--- src/rtl/arb_pkg.sv ---
// Shared types and helpers for the round-robin arbiter.
package arb_pkg;

  // Arbiter FSM: IDLE with no owner, GRANT while an owner holds the resource.
  typedef enum logic {
    IDLE  = 1'b0,
    GRANT = 1'b1
  } arb_state_e;

  // Index increment wrapping at n, so non-power-of-2 requester counts stay in range.
  function automatic int unsigned wrap_inc(input int unsigned idx, input int unsigned n);
    return (idx + 1 >= n) ? 0 : idx + 1;
  endfunction

endpackage

--- src/rtl/rr_pick.sv ---
// Combinational round-robin pick: first set candidate at or above ptr, wrapping to 0.
module rr_pick #(
  parameter  int unsigned NUM_REQ = 8,
  localparam int unsigned IDW     = $clog2(NUM_REQ)
) (
  input  logic [NUM_REQ-1:0] cand,
  input  logic [IDW-1:0]     ptr,
  output logic               found,
  output logic [IDW-1:0]     idx
);

  logic [NUM_REQ-1:0] rot_c;
  logic [IDW-1:0]     off_c;
  logic [IDW:0]       sum_c;

  // Rotate candidates so ptr lands at bit 0; doubling the vector provides the wrap.
  assign rot_c = NUM_REQ'({cand, cand} >> ptr);

  // Lowest set bit of the rotated vector is the distance from ptr to the winner.
  always_comb begin
    found = 1'b0;
    off_c = '0;
    for (int unsigned i = 0; i < NUM_REQ; i++) begin
      if (rot_c[i] && !found) begin
        found = 1'b1;
        off_c = IDW'(i);
      end
    end
  end

  // Map the offset back to an absolute index; ptr < NUM_REQ keeps the sum below 2*NUM_REQ.
  assign sum_c = {1'b0, ptr} + {1'b0, off_c};
  assign idx   = (sum_c >= (IDW+1)'(NUM_REQ)) ? IDW'(sum_c - (IDW+1)'(NUM_REQ))
                                              : IDW'(sum_c);

endmodule

--- src/rtl/rr_arbiter.sv ---
// Round-robin arbiter with registered one-hot grant and a bounded per-owner hold.
module rr_arbiter
  import arb_pkg::*;
#(
  parameter  int unsigned NUM_REQ  = 8,
  parameter  int unsigned MAX_HOLD = 4,
  localparam int unsigned IDW      = $clog2(NUM_REQ)
) (
  input  logic               clk_i,
  input  logic               rst_ni,
  input  logic [NUM_REQ-1:0] req_i,
  output logic [NUM_REQ-1:0] gnt_o,
  output logic [IDW-1:0]     gnt_id_o,
  output logic               gnt_valid_o
);

  localparam int unsigned CW = $clog2(MAX_HOLD + 1);

  arb_state_e         state_q;
  logic [IDW-1:0]     own_q;
  logic [IDW-1:0]     ptr_q;
  logic [CW-1:0]      cnt_q;

  logic [NUM_REQ-1:0] own_mask_c;
  logic               own_req_c;
  logic               all_found_c;
  logic [IDW-1:0]     all_idx_c;
  logic               oth_found_c;
  logic [IDW-1:0]     oth_idx_c;

  logic               take_c;
  logic               drop_c;
  logic               reload_c;
  logic               inc_c;
  logic [IDW-1:0]     win_c;

  assign own_mask_c = NUM_REQ'(1) << own_q;
  assign own_req_c  = |(req_i & own_mask_c);

  // Candidate winner among all requesters (new grant or release handover).
  rr_pick #(.NUM_REQ(NUM_REQ)) u_pick_all (
    .cand  (req_i),
    .ptr   (ptr_q),
    .found (all_found_c),
    .idx   (all_idx_c)
  );

  // Candidate winner excluding the current owner (pre-emption at the hold limit).
  rr_pick #(.NUM_REQ(NUM_REQ)) u_pick_oth (
    .cand  (req_i & ~own_mask_c),
    .ptr   (ptr_q),
    .found (oth_found_c),
    .idx   (oth_idx_c)
  );

  // Decide this cycle's action: new grant, drop to idle, hold reload or hold count.
  always_comb begin
    take_c   = 1'b0;
    drop_c   = 1'b0;
    reload_c = 1'b0;
    inc_c    = 1'b0;
    win_c    = all_idx_c;
    case (state_q)
      IDLE: begin
        take_c = all_found_c;
      end
      GRANT: begin
        if (!own_req_c) begin
          if (all_found_c) take_c = 1'b1;
          else             drop_c = 1'b1;
        end else if (cnt_q == CW'(MAX_HOLD)) begin
          if (oth_found_c) begin
            take_c = 1'b1;
            win_c  = oth_idx_c;
          end else begin
            reload_c = 1'b1;
          end
        end else begin
          inc_c = 1'b1;
        end
      end
      default: begin
        drop_c = 1'b1;
      end
    endcase
  end

  // FSM state, owner, pointer, hold counter and registered grant outputs.
  always_ff @(posedge clk_i or negedge rst_ni) begin
    if (!rst_ni) begin
      state_q     <= IDLE;
      own_q       <= '0;
      ptr_q       <= '0;
      cnt_q       <= '0;
      gnt_o       <= '0;
      gnt_id_o    <= '0;
      gnt_valid_o <= 1'b0;
    end else if (take_c) begin
      state_q     <= GRANT;
      own_q       <= win_c;
      cnt_q       <= CW'(1);
      ptr_q       <= IDW'(wrap_inc(32'(win_c), NUM_REQ));
      gnt_o       <= NUM_REQ'(1) << win_c;
      gnt_id_o    <= win_c;
      gnt_valid_o <= 1'b1;
    end else if (drop_c) begin
      state_q     <= IDLE;
      cnt_q       <= '0;
      gnt_o       <= '0;
      gnt_id_o    <= '0;
      gnt_valid_o <= 1'b0;
    end else if (reload_c) begin
      cnt_q <= CW'(1);
    end else if (inc_c) begin
      cnt_q <= cnt_q + CW'(1);
    end
  end

endmodule

--- config.mk ---
export PLATFORM = sky130hd
export DESIGN_NAME = rr_arbiter
export DESIGN_NICKNAME = d
export VERILOG_FILES = /design/src/rtl/arb_pkg.sv /design/src/rtl/rr_pick.sv /design/src/rtl/rr_arbiter.sv
export SDC_FILE = /design/constraint.sdc
export NUM_CORES = 1
export LEC_CHECK = 0
export BUFFER_PORTS_ARGS = -buffer_cell sky130_fd_sc_hd__buf_2
export CAP_MARGIN = 20
export CELL_PAD_IN_SITES_DETAIL_PLACEMENT = 0
export CELL_PAD_IN_SITES_GLOBAL_PLACEMENT = 2
export CORE_UTILIZATION = 40
export DETAILED_ROUTE_END_ITERATION = 10
export GPL_ROUTABILITY_DRIVEN = 1
export HOLD_SLACK_MARGIN = 0.03
export PLACE_DENSITY = 0.82
export SLEW_MARGIN = 20
export SYNTH_ARGS = -nofsm -noshare
export SYNTH_HDL_FRONTEND = slang
export SYNTH_HIERARCHICAL = 1
export SYNTH_SLANG_ARGS = --single-unit
--- constraint.sdc ---
create_clock -name clk_i -period 4.9 [get_ports clk_i]
set_input_delay 0.735 -clock clk_i [delete_from_list [all_inputs] [get_ports clk_i]]
set_output_delay 0.735 -clock clk_i [all_outputs]
set_load 0.02 [all_outputs]
==> key figures, run 1 <==
Status
  – Status: completed

Yosys
  – Simple-gate area share of the yosys netlist: 13.4%
  – FFs w/ async S/R, synth: 100%
  – Synth warn: 6
  – Post-synth EDFFs: 0
  – Post-Synthesis Cell Area: 2550 um^2
  – Post-Synth XOR/XNOR Area: 2.65%
  – Mean Syn Cell Area: 10.3 um^2
  – Post-synth net total: 269
  – Netlist cell types: 54
  – Largest family of logic cells by synthesized area: compound AO/OA/AOI/OAI gates
  – Ys flop type: dfrtp_1
  – Synth Area in Adders: 6.47%
  – Share of the synthesized area in the top cell type: 20.6%
  – Cell count after synthesis: 247
  – Post-synthesis mux area share: 23.9%
  – Flip-flop and latch count after synthesis: 21
  – Sequential share of the synthesized area: 20.6%
  – Compound-Gate Fraction of Synth Area: 24.0%
  – Leading area contributor after synthesis: dfrtp_1
  – Ranking of synthesized cells by area: dfrtp_1, mux2i_1, mux4_2

Clock tree
  – Num CTS Buffers: 3
  – Post-CTS Hold Fix Bufs: 0
  – Clk slew on worst S/H paths: 80 ps
  – H-tree depth: 1
  – Clock sinks: 21
  – Post-CTS Resized: 0
  – Clock Latency Late Sink: 260 ps
  – Post-CTS Setup Bufs: 0
  – Clock tree buffer depth: 2
  – Clock root buffer master: clkbuf_8
  – TritonCTS clock tree: yes

Detailed routing
  – # DRC: 0
  – Drt pass-1 iters: 4
  – Vias/cell: 5.87
  – Iteration-0 DRC count of the detailed router: 99
  – Vias: 1978
  – Detail Route Antenna Nets: 0
  – Routed len/inst: 16.9 um
  – WL final: 5700 um

Setup path
  – Top cell by count, worst path: xnor2_1
  – Critical path, cell by cell: o31a_2 -> mux4_2 -> a21oi_1 -> o2bb2ai_1 -> a211o_1 -> ha_1 -> fa_1 -> xnor2_1 -> xnor2_1 -> nand4_1 -> or3b_2 -> o211ai_1 -> mux2i_1
  – Worst path max stage delay: 560 ps
  – CP max stage cell: dfrtp_1
  – CP required: 5040 ps
  – Startpoint types: flop
  – Worst path arrival time: 4220 ps
  – Setup crit end kind: flop
  – Worst flop-to-flop path startpoint: own_q[0]
  – Reg2reg path depth: 13
  – Register-to-register path setup slack: 810 ps
  – Crit Path Max Fanout: 13
  – WS Path Type: reg2reg
  – Crit Reg-Reg Endpoint: ptr_q[2]

Placed design
  – GP Congestion: 0.801
  – Placed Area: 2640 um^2
  – Pre-CTS setup slack: 651 ps
  – Detail Placement HPWL: 4100 um
  – I/O Buffers: 21

Cells and area
  – Fillers: 596
  – Ant. Diodes: 0
  – Layout cells sized above 1: 29.4%
  – Finished Cell Area: 2680 um^2
  – Leading cell type in the layout, fill and taps excluded: mux2i_1
  – Post-layout util: 44.5%
  – Area Growth Syn to Fin: 5.15%
  – Final Net Count: 285
  – Commonest cells after routing, fill and taps aside: mux2i_1, buf_2, dfrtp_1

Timing
  – Final Hold Viols: 0
  – Slew Limit Fails: 0
  – Setup ws final: 814 ps
  – Minimum clock period: 4090 ps
  – Unrepaired setup endpoints after global routing: no
  – Clock skew: 4.14 ps
  – Setup TNS: 0 ps
  – Worst slew pin tran: 1070 ps
  – Max Clock Freq: 245 MHz
  – Final setup viols: 0
  – Final period util: 83.4%
  – Max-slew headroom: 28.8%

Global routing
  – Antenna violations before repair: 0
  – Global Route met1 Usage: 26.9%
  – GRT overflow: 0
  – First-pass GRT wire length: 9700 um
  – Met2 usage: 30.9%
  – Number of global-route vias before repair: 1945
  – Top Usage Layer GRT: met2
  – Met3 usage: 2.56%
  – Total track usage: 18.7%
  – Largest net degree at the start of global routing: 27

Floorplan
  – Starting Density: 42.4%
  – Die width: 81.9 um
  – Die H: 81.9 um
  – Total die area: 6700 um^2
  – Num ports: 22
  – Num rows: 28
  – Core Region: 6030 um^2

Worst hold path
  – Worst min-delay path class: in2async

Flow run
  – Max Cap Viol: 0
-- worst max path at each step --
stage / startpoint / endpoint / slack, ps
CTS: ptr_q[2] / ptr_q[2] / 830
global route: own_q[0] / ptr_q[2] / 510
global placement: req_i[3] / ptr_q[1] / 690
floorplan: own_q[0] / ptr_q[2] / 1150
finish: own_q[0] / ptr_q[2] / 810
detailed placement: req_i[3] / ptr_q[2] / 650
-- area by class of cell --
class	count	area [um^2]	area share (%)
Tap cell	75	93.8	3.50
Multi-Input combinational cell	194	1800	67.0
Clock buffer	3	41.3	1.54
Sequential cell	21	527	19.6
Clock inverter	1	5.00	0.186
Inverter	17	63.8	2.38
Timing Repair Buffer	26	155	5.78
-- worst max-delay path, delay by kind of cell, from the launching register on --
family	cells	cell delay (ps)
compound gates	5	1130
mux	2	650
simple gates	2	620
fa+ha+maj	2	570
xor+xnor	2	450
flops	1	560
-- kinds of logic after synthesis --
kind of cell | after synthesis
xor gates and xnor gates | 6
adders and majority gates | 12
muxes | 46
and+or+nand+nor | 57
DFF | 21
AOI/OAI and AO/OA | 73
buffers and inverters | 32
-- state kept, by name (all words and copies together) (netlist names) --
| signal | count |
|---|---|
| state_q | 1 |
| own_q | 3 |
| cnt_q | 3 |
| gnt_o | 8 |
| gnt_id_o | 3 |
| ptr_q | 3 |
-- Yosys cell counts, types with 3 or more instances --
master	n
dfrtp_1	21
inv_1	17
a21oi_1	11
or2b_1	5
a32o_1	4
o32ai_1	5
buf_12	4
ha_1	10
buf_2	5
a22o_1	4
mux4_2	9
nand2_1	5
a2bb2oi_1	5
a31oi_1	4
mux2_2	6
nor2_1	14
buf_6	4
mux2_4	5
and3_1	3
mux2i_1	22
o31a_2	4
a22o_2	4
xnor2_1	4
o22ai_1	3
nor2b_1	10
mux2_1	4
nand2b_1	8
-- routing by layer --
metal | wire [um] | vias up | part of all wire (%)
met4 | 16 | 0 | 0.28
met1 | 2870 | 986 | 50
li1 | - | 974 | -
met5 | 0 | - | 0
met3 | 90 | 2 | 1.6
met2 | 2720 | 16 | 48
-- per-stage QoR --
| stage | hold WS (ps) | instances |
|---|---|---|
| 2_1_floorplan | 439 | 247 |
| 6_report | 425 | 337 |
| 3_5_place_dp | 462 | 333 |
| 5_1_grt | 453 | 337 |
| 4_1_cts | 439 | 337 |
| 3_3_place_gp | 456 | 333 |
Power of run 1 is left out: the tool's default activity adds up to more than one toggle a clock period on the data nets, which glitch-free logic cannot reach.
==> run 2: changes to the inputs <==
Settings changed: CORE_UTILIZATION 40 to 36, PLACE_DENSITY 0.82 to 0.78.
Clock period 4.9 ns to 3.7 ns, I/O delays scaled along.
==> run 2 against run 1 <==
The run now ends with setup timing left. Non-clock buffer count grew 52. Clock skew grew 4.5 ps. Fmax grew 10%. Via count is 9.5% higher. Count of clock-buffer cells in the layout unchanged. Worst setup slack worse by 820 ps. Critical endpoint unchanged. Sequential cell count unchanged. Cell area is 21% higher.
==> key figures, run 2 (same netlist as run 1, synthesis figures left out) <==
Status
  – Status: finished with violations
  – Failing checks: setup timing

Floorplan
  – Total die area: 7430 um^2 (+11%)
  – Num rows: 30 (+7.1%)
  – Num ports: 22 (unchanged)
  – Starting Density: 37.4% (-5.0 points)
  – Die width: 86.2 um (+5.3%)
  – Core Region: 6830 um^2 (+13%)
  – Die H: 86.2 um (+5.3%)

Cells and area
  – Fillers: 710 (+19%)
  – Layout cells sized above 1: 46.2% (+17 points)
  – Commonest cells after routing, fill and taps aside: buf_4, mux2i_1, buf_2
  – Post-layout util: 47.4% (+2.8 points)
  – Area Growth Syn to Fin: 26.8%
  – Max reg flops: 8 (unchanged)
  – Final Net Count: 337 (+18%)
  – Leading cell type in the layout, fill and taps excluded: buf_4
  – Ant. Diodes: 0 (unchanged)
  – Biggest register: gnt_o

Setup path
  – Top cell by count, worst path: xnor2_2
  – CP required: 3850 ps (-1190 ps)
  – CP max stage cell: mux4_2
  – Setup crit end kind: flop
  – Startpoint types: flop
  – WS Path Type: reg2reg
  – Buf/Inv on CP: 3 (+3)
  – Worst path max stage delay: 530 ps (-30 ps)
  – Crit Path Max Fanout: 4 (-9)
  – Worst path arrival time: 3860 ps (-360 ps)
  – CP delay by family, top: compound AO/OA/AOI/OAI gates
  – Critical path, cell by cell: buf_6 -> o31a_4 -> mux4_2 -> a21oi_2 -> o2bb2ai_2 -> a211o_1 -> ha_2 -> fa_2 -> xnor2_2 -> xnor2_2 -> buf_4 -> mux2i_4 -> inv_1 -> ha_1 -> o211ai_1 -> mux2i_1

Clock tree
  – Post-CTS Hold Fix Bufs: 0 (unchanged)
  – TritonCTS clock tree: yes
  – Clock sinks: 21 (unchanged)
  – H-tree depth: 1 (unchanged)
  – Clock Latency Late Sink: 260 ps (about the same)
  – Clock root buffer master: clkbuf_8
  – Num CTS Buffers: 3 (unchanged)
  – Clock tree buffer depth: 2 (unchanged)
  – Clk slew on worst S/H paths: 80 ps (about the same)

Global routing
  – Antenna violations before repair: 0 (unchanged)
  – Largest net degree at the start of global routing: 29 (+7.4%)
  – Number of global-route vias before repair: 2153 (+11%)
  – First-pass GRT wire length: 10600 um (+9.6%)
  – GRT overflow: 0 (unchanged)
  – Total track usage: 17.9% (-0.75 points)

Flow run
  – Max Cap Viol: 0 (unchanged)

Timing
  – Final Hold Viols: 0 (unchanged)
  – Slew Limit Fails: 0 (unchanged)
  – Setup ws final: -11.1 ps (-825 ps)
  – Minimum clock period: 3710 ps (-375 ps)
  – Final hold slack: 233 ps (-192 ps)
  – Final setup viols: 1 (+1)
  – Setup TNS: -11.1 ps (-11.1 ps)
  – Worst slew pin tran: 472 ps (-596 ps)
  – Unrepaired setup endpoints after global routing: yes
  – Max-slew headroom: 67.7% (+39 points)
  – Clock skew: 8.66 ps (+4.53 ps)
  – Final period util: 100% (+17 points)
  – Max Clock Freq: 269 MHz (+10%)

Detailed routing
  – Routed len/inst: 15.3 um (-9.7%)
  – Vias: 2165 (+9.5%)
  – Iteration-0 DRC count of the detailed router: 83 (-16%)
  – Vias/cell: 5.28 (-10%)
  – Detail Route Antenna Nets: 0 (unchanged)
  – Drt pass-1 iters: 4 (unchanged)
  – WL final: 6260 um (+9.9%)
  – # DRC: 0 (unchanged)

Power and ir drop
  – Leak Pwr: 0.00151 uW
  – Power, Total: 3600 uW
  – Peak supply drop: 0.763 mV
  – Power per cell area: 1110 nW/um^2

Placed design
  – Detail Placement HPWL: 4770 um (+16%)
  – I/O Buffers: 21 (unchanged)
  – GP Congestion: 0.814 (+1.5%)
  – Pre-CTS setup slack: -148 ps (-799 ps)

Worst hold path
  – Worst min-delay path class: in2async
run 2: report_power, final:
group          internal [uW]  switching [uW]  leakage, uW
clock                   75.1            76.2    0.0000255
combinational           1580            1420      0.00122
sequential               340             106     0.000259
run 2: path summary, 6_finish.rpt:
path                              from          end  slack (ps)  depth (start not counted)
max in group asynchronous       rst_ni     ptr_q[1]        3110                          1
min in group clk_i         gnt_id_o[2]  gnt_id_o[2]         480                          1
hold reg to reg            gnt_id_o[2]  gnt_id_o[2]         480                          1
setup / recovery              own_q[1]     ptr_q[2]         -10                         16
hold / removal                  rst_ni     gnt_o[5]         230                          1
setup reg to reg              own_q[1]     ptr_q[2]         -10                         16
run 2: area by class of cell:
type                    instances  area (um^2)  area share [%]
multi-input cells             194         1890            58.4
repair buffers                 78          582            18.0
flip-flops and latches         21          532            16.4
well taps                      96          120            3.71
inverters                      17         66.3            2.05
clock buffers                   3         41.3            1.28
clock inverters                 1         5.00           0.155
run 2: timing repair:
item,CTS,global route
setup endpoints to repair,7,12
resized for setup,11,14
pin swaps,8,6
buffers inserted,4,7
run 2: routing by layer:
layer  vias up  wire (um)  track usage (%)
li1       1078          -                -
met1      1069       2930             23.5
met2        14       3200             31.7
met3         4         81             2.19
met4         0         49             3.64
met5         -          0                0
run 2: worst reg2reg max path, stage by stage, from the launching register on:
cell and delay [ps]:
dfrtp_2 470, buf_6 150, o31a_4 290, mux4_2 530, a21oi_2 160, o2bb2ai_2 70, a211o_1 270, ha_2 180
fa_2 350, xnor2_2 160, xnor2_2 150, buf_4 160, mux2i_4 150, inv_1 60, ha_1 270, o211ai_1 90
mux2i_1 90
run 2: metrics by stage:
stage          instances  instance area, um^2
3_3_place_gp         395                 3020
6_report             410                 3240
5_1_grt              410                 3240
3_5_place_dp         395                 3020
4_1_cts              403                 3130
2_1_floorplan        247                 2580
(Power assumes the default switching activity.)
==> run 3: changes to the inputs <==
Settings changed: SETUP_SLACK_MARGIN set to 0.1.
==> run 3 against run 2 <==
The run still ends with setup timing left. Cell count is 3.2% lower. Routed wire length is 0.81% lower. Die area stayed put. Fmax is 0.11% lower. Critical path type unchanged.
==> key figures, run 3 (same netlist as run 1, synthesis figures left out) <==
Timing
  – Clock skew: 6.77 ps (-1.89 ps)
  – Max-slew headroom: 68.6% (+0.89 points)
  – Final setup viols: 2 (+1)
  – Slew Limit Fails: 0 (unchanged)
  – Minimum clock period: 3720 ps (+4.17 ps)
  – Setup ws final: -15.2 ps (-4.17 ps)
  – Setup TNS: -26.8 ps (-15.7 ps)
  – Final period util: 100% (+0.11 points)
  – Unrepaired setup endpoints after global routing: yes
  – Max Clock Freq: 269 MHz (-0.11%)
  – Final Hold Viols: 0 (unchanged)
  – Worst slew pin tran: 470 ps (-1.16 ps)

Cells and area
  – Area Growth Syn to Fin: 26.9%
  – Biggest register: gnt_o
  – Ant. Diodes: 0 (unchanged)
  – Final Net Count: 324 (-3.9%)
  – Commonest cells after routing, fill and taps aside: buf_4, mux2i_1, buf_2
  – Post-Layout Cell Count: 397 (-3.2%)
  – Max reg flops: 8 (unchanged)
  – Layout cells sized above 1: 46.5% (+0.33 points)
  – Leading cell type in the layout, fill and taps excluded: buf_4

Placed design
  – GP Congestion: 0.798 (-2.0%)
  – I/O Buffers: 21 (unchanged)
  – Dpl cells: 381 (-3.5%)
  – Detail Placement HPWL: 4400 um (-7.6%)

Detailed routing
  – Drt pass-1 iters: 4 (unchanged)
  – Vias/cell: 5.37 (+1.7%)
  – Routed len/inst: 15.6 um (+2.4%)
  – WL final: 6210 um (-0.81%)
  – Detail Route Antenna Nets: 0 (unchanged)
  – Iteration-0 DRC count of the detailed router: 68 (-18%)
  – Vias: 2132 (-1.5%)
  – # DRC: 0 (unchanged)

Global routing
  – Antenna violations before repair: 0 (unchanged)
  – First-pass GRT wire length: 10400 um (-2.1%)
  – Number of global-route vias before repair: 2125 (-1.3%)
  – Total track usage: 17.3% (-0.57 points)
  – Largest net degree at the start of global routing: 38 (+31%)
  – GRT overflow: 0 (unchanged)

Setup path
  – Worst setup path end: ptr_q[1]
  – Startpoint types: flop
  – Crit Reg-Reg Endpoint: ptr_q[1]
  – Worst Setup SP: own_q[2]
  – Worst path arrival time: 3850 ps (about the same)
  – WS Path Type: reg2reg
  – Worst flop-to-flop path startpoint: own_q[2]
  – Crit Path Max Fanout: 8 (+4)
  – CP required: 3840 ps (about the same)
  – Register-to-register path setup slack: -20 ps (about the same)
  – Setup crit end kind: flop
  – Reg2reg path depth: 15 (-1)

Floorplan
  – Core Region: 6830 um^2 (unchanged)
  – Total die area: 7430 um^2 (unchanged)
  – Die H: 86.2 um (unchanged)
  – Num ports: 22 (unchanged)
  – Num rows: 30 (unchanged)
  – Die width: 86.2 um (unchanged)
  – Starting Density: 37.4% (unchanged)

Clock tree
  – TritonCTS clock tree: yes
  – Clk slew on worst S/H paths: 80 ps (about the same)
  – Clock sinks: 21 (unchanged)
  – Num CTS Buffers: 3 (unchanged)
  – Clock tree buffer depth: 2 (unchanged)
  – Clock Latency Late Sink: 260 ps (about the same)
  – H-tree depth: 1 (unchanged)
  – Clock root buffer master: clkbuf_8

Status
  – Status: finished with violations
  – Failing checks: setup timing

Worst hold path
  – Worst min-delay path class: in2async

Flow run
  – Max Cap Viol: 0 (unchanged)
[run 3: repair_timing]
| action | 4_1_cts | 5_1_grt |
|---|---|---|
| endpoints found under the hold margin | 0 | 0 |
| endpoints found under the setup margin | 7 | 12 |
| setup buffers | 8 | 4 |
| gates cloned | 0 | 0 |
| hold buffers | 0 | 0 |
| pin swaps | 8 | 10 |
| gates resized for setup | 20 | 19 |
[run 3: worst max-delay path: stages (launching register included)]
cell and delay (ps):
dfrtp_1 410, buf_6 140, o31a_4 380, mux4_2 510
a21oi_2 170, o2bb2ai_2 80, a211o_1 260, ha_2 180
fa_2 350, xnor2_2 140, xnor2_1 130, buf_4 150
nand4_1 80, or3b_4 390, o211ai_1 120, mux2i_1 100
[run 3: through the flow]
stage	util, %	worst slack (ps)	instance area (um^2)	hold WS [ps]
floorplan	-	101	2590	259
global placement	42.9	-156	2930	456
detailed placement	42.9	-179	2930	461
CTS	45.7	-49.5	3120	257
global route	47.4	-203	3240	270
finish	47.4	-15.2	3240	234
[run 3: how the worst min path moves through the flow]
stage	startpoint	endpoint	slack [ps]	depth (start not counted)
finish	rst_ni	gnt_id_o[2]	230	1
global route	rst_ni	gnt_o[5]	270	1
CTS	rst_ni	gnt_id_o[2]	260	1
detailed placement	gnt_id_o[2]	gnt_id_o[2]	460	1
global placement	gnt_id_o[2]	gnt_id_o[2]	460	1
floorplan	rst_ni	cnt_q[0]	260	0
[run 3: final cells by class]
| type | instances | area, um^2 |
|---|---|---|
| Sequential cell | 21 | 528 |
| Tap cell | 96 | 120 |
| Multi-Input combinational cell | 194 | 1990 |
| Fill cell | 662 | 3590 |
| Inverter | 17 | 63.8 |
| Clock buffer | 3 | 41.3 |
| Timing Repair Buffer | 65 | 495 |
| Clock inverter | 1 | 5.00 |
[run 3: layer usage]
layer / up-vias / wire, um / share of wire (%) / global-route usage, %
met2: 17 / 3130 / 50 / 31.0
met5: - / 0 / 0 / 0
met4: 0 / 42 / 0.68 / 3.48
met1: 1064 / 2980 / 48 / 23.0
met3: 4 / 58 / 0.93 / 1.24
li1: 1047 / - / - / -
Power of run 3 is left out for the same reason.
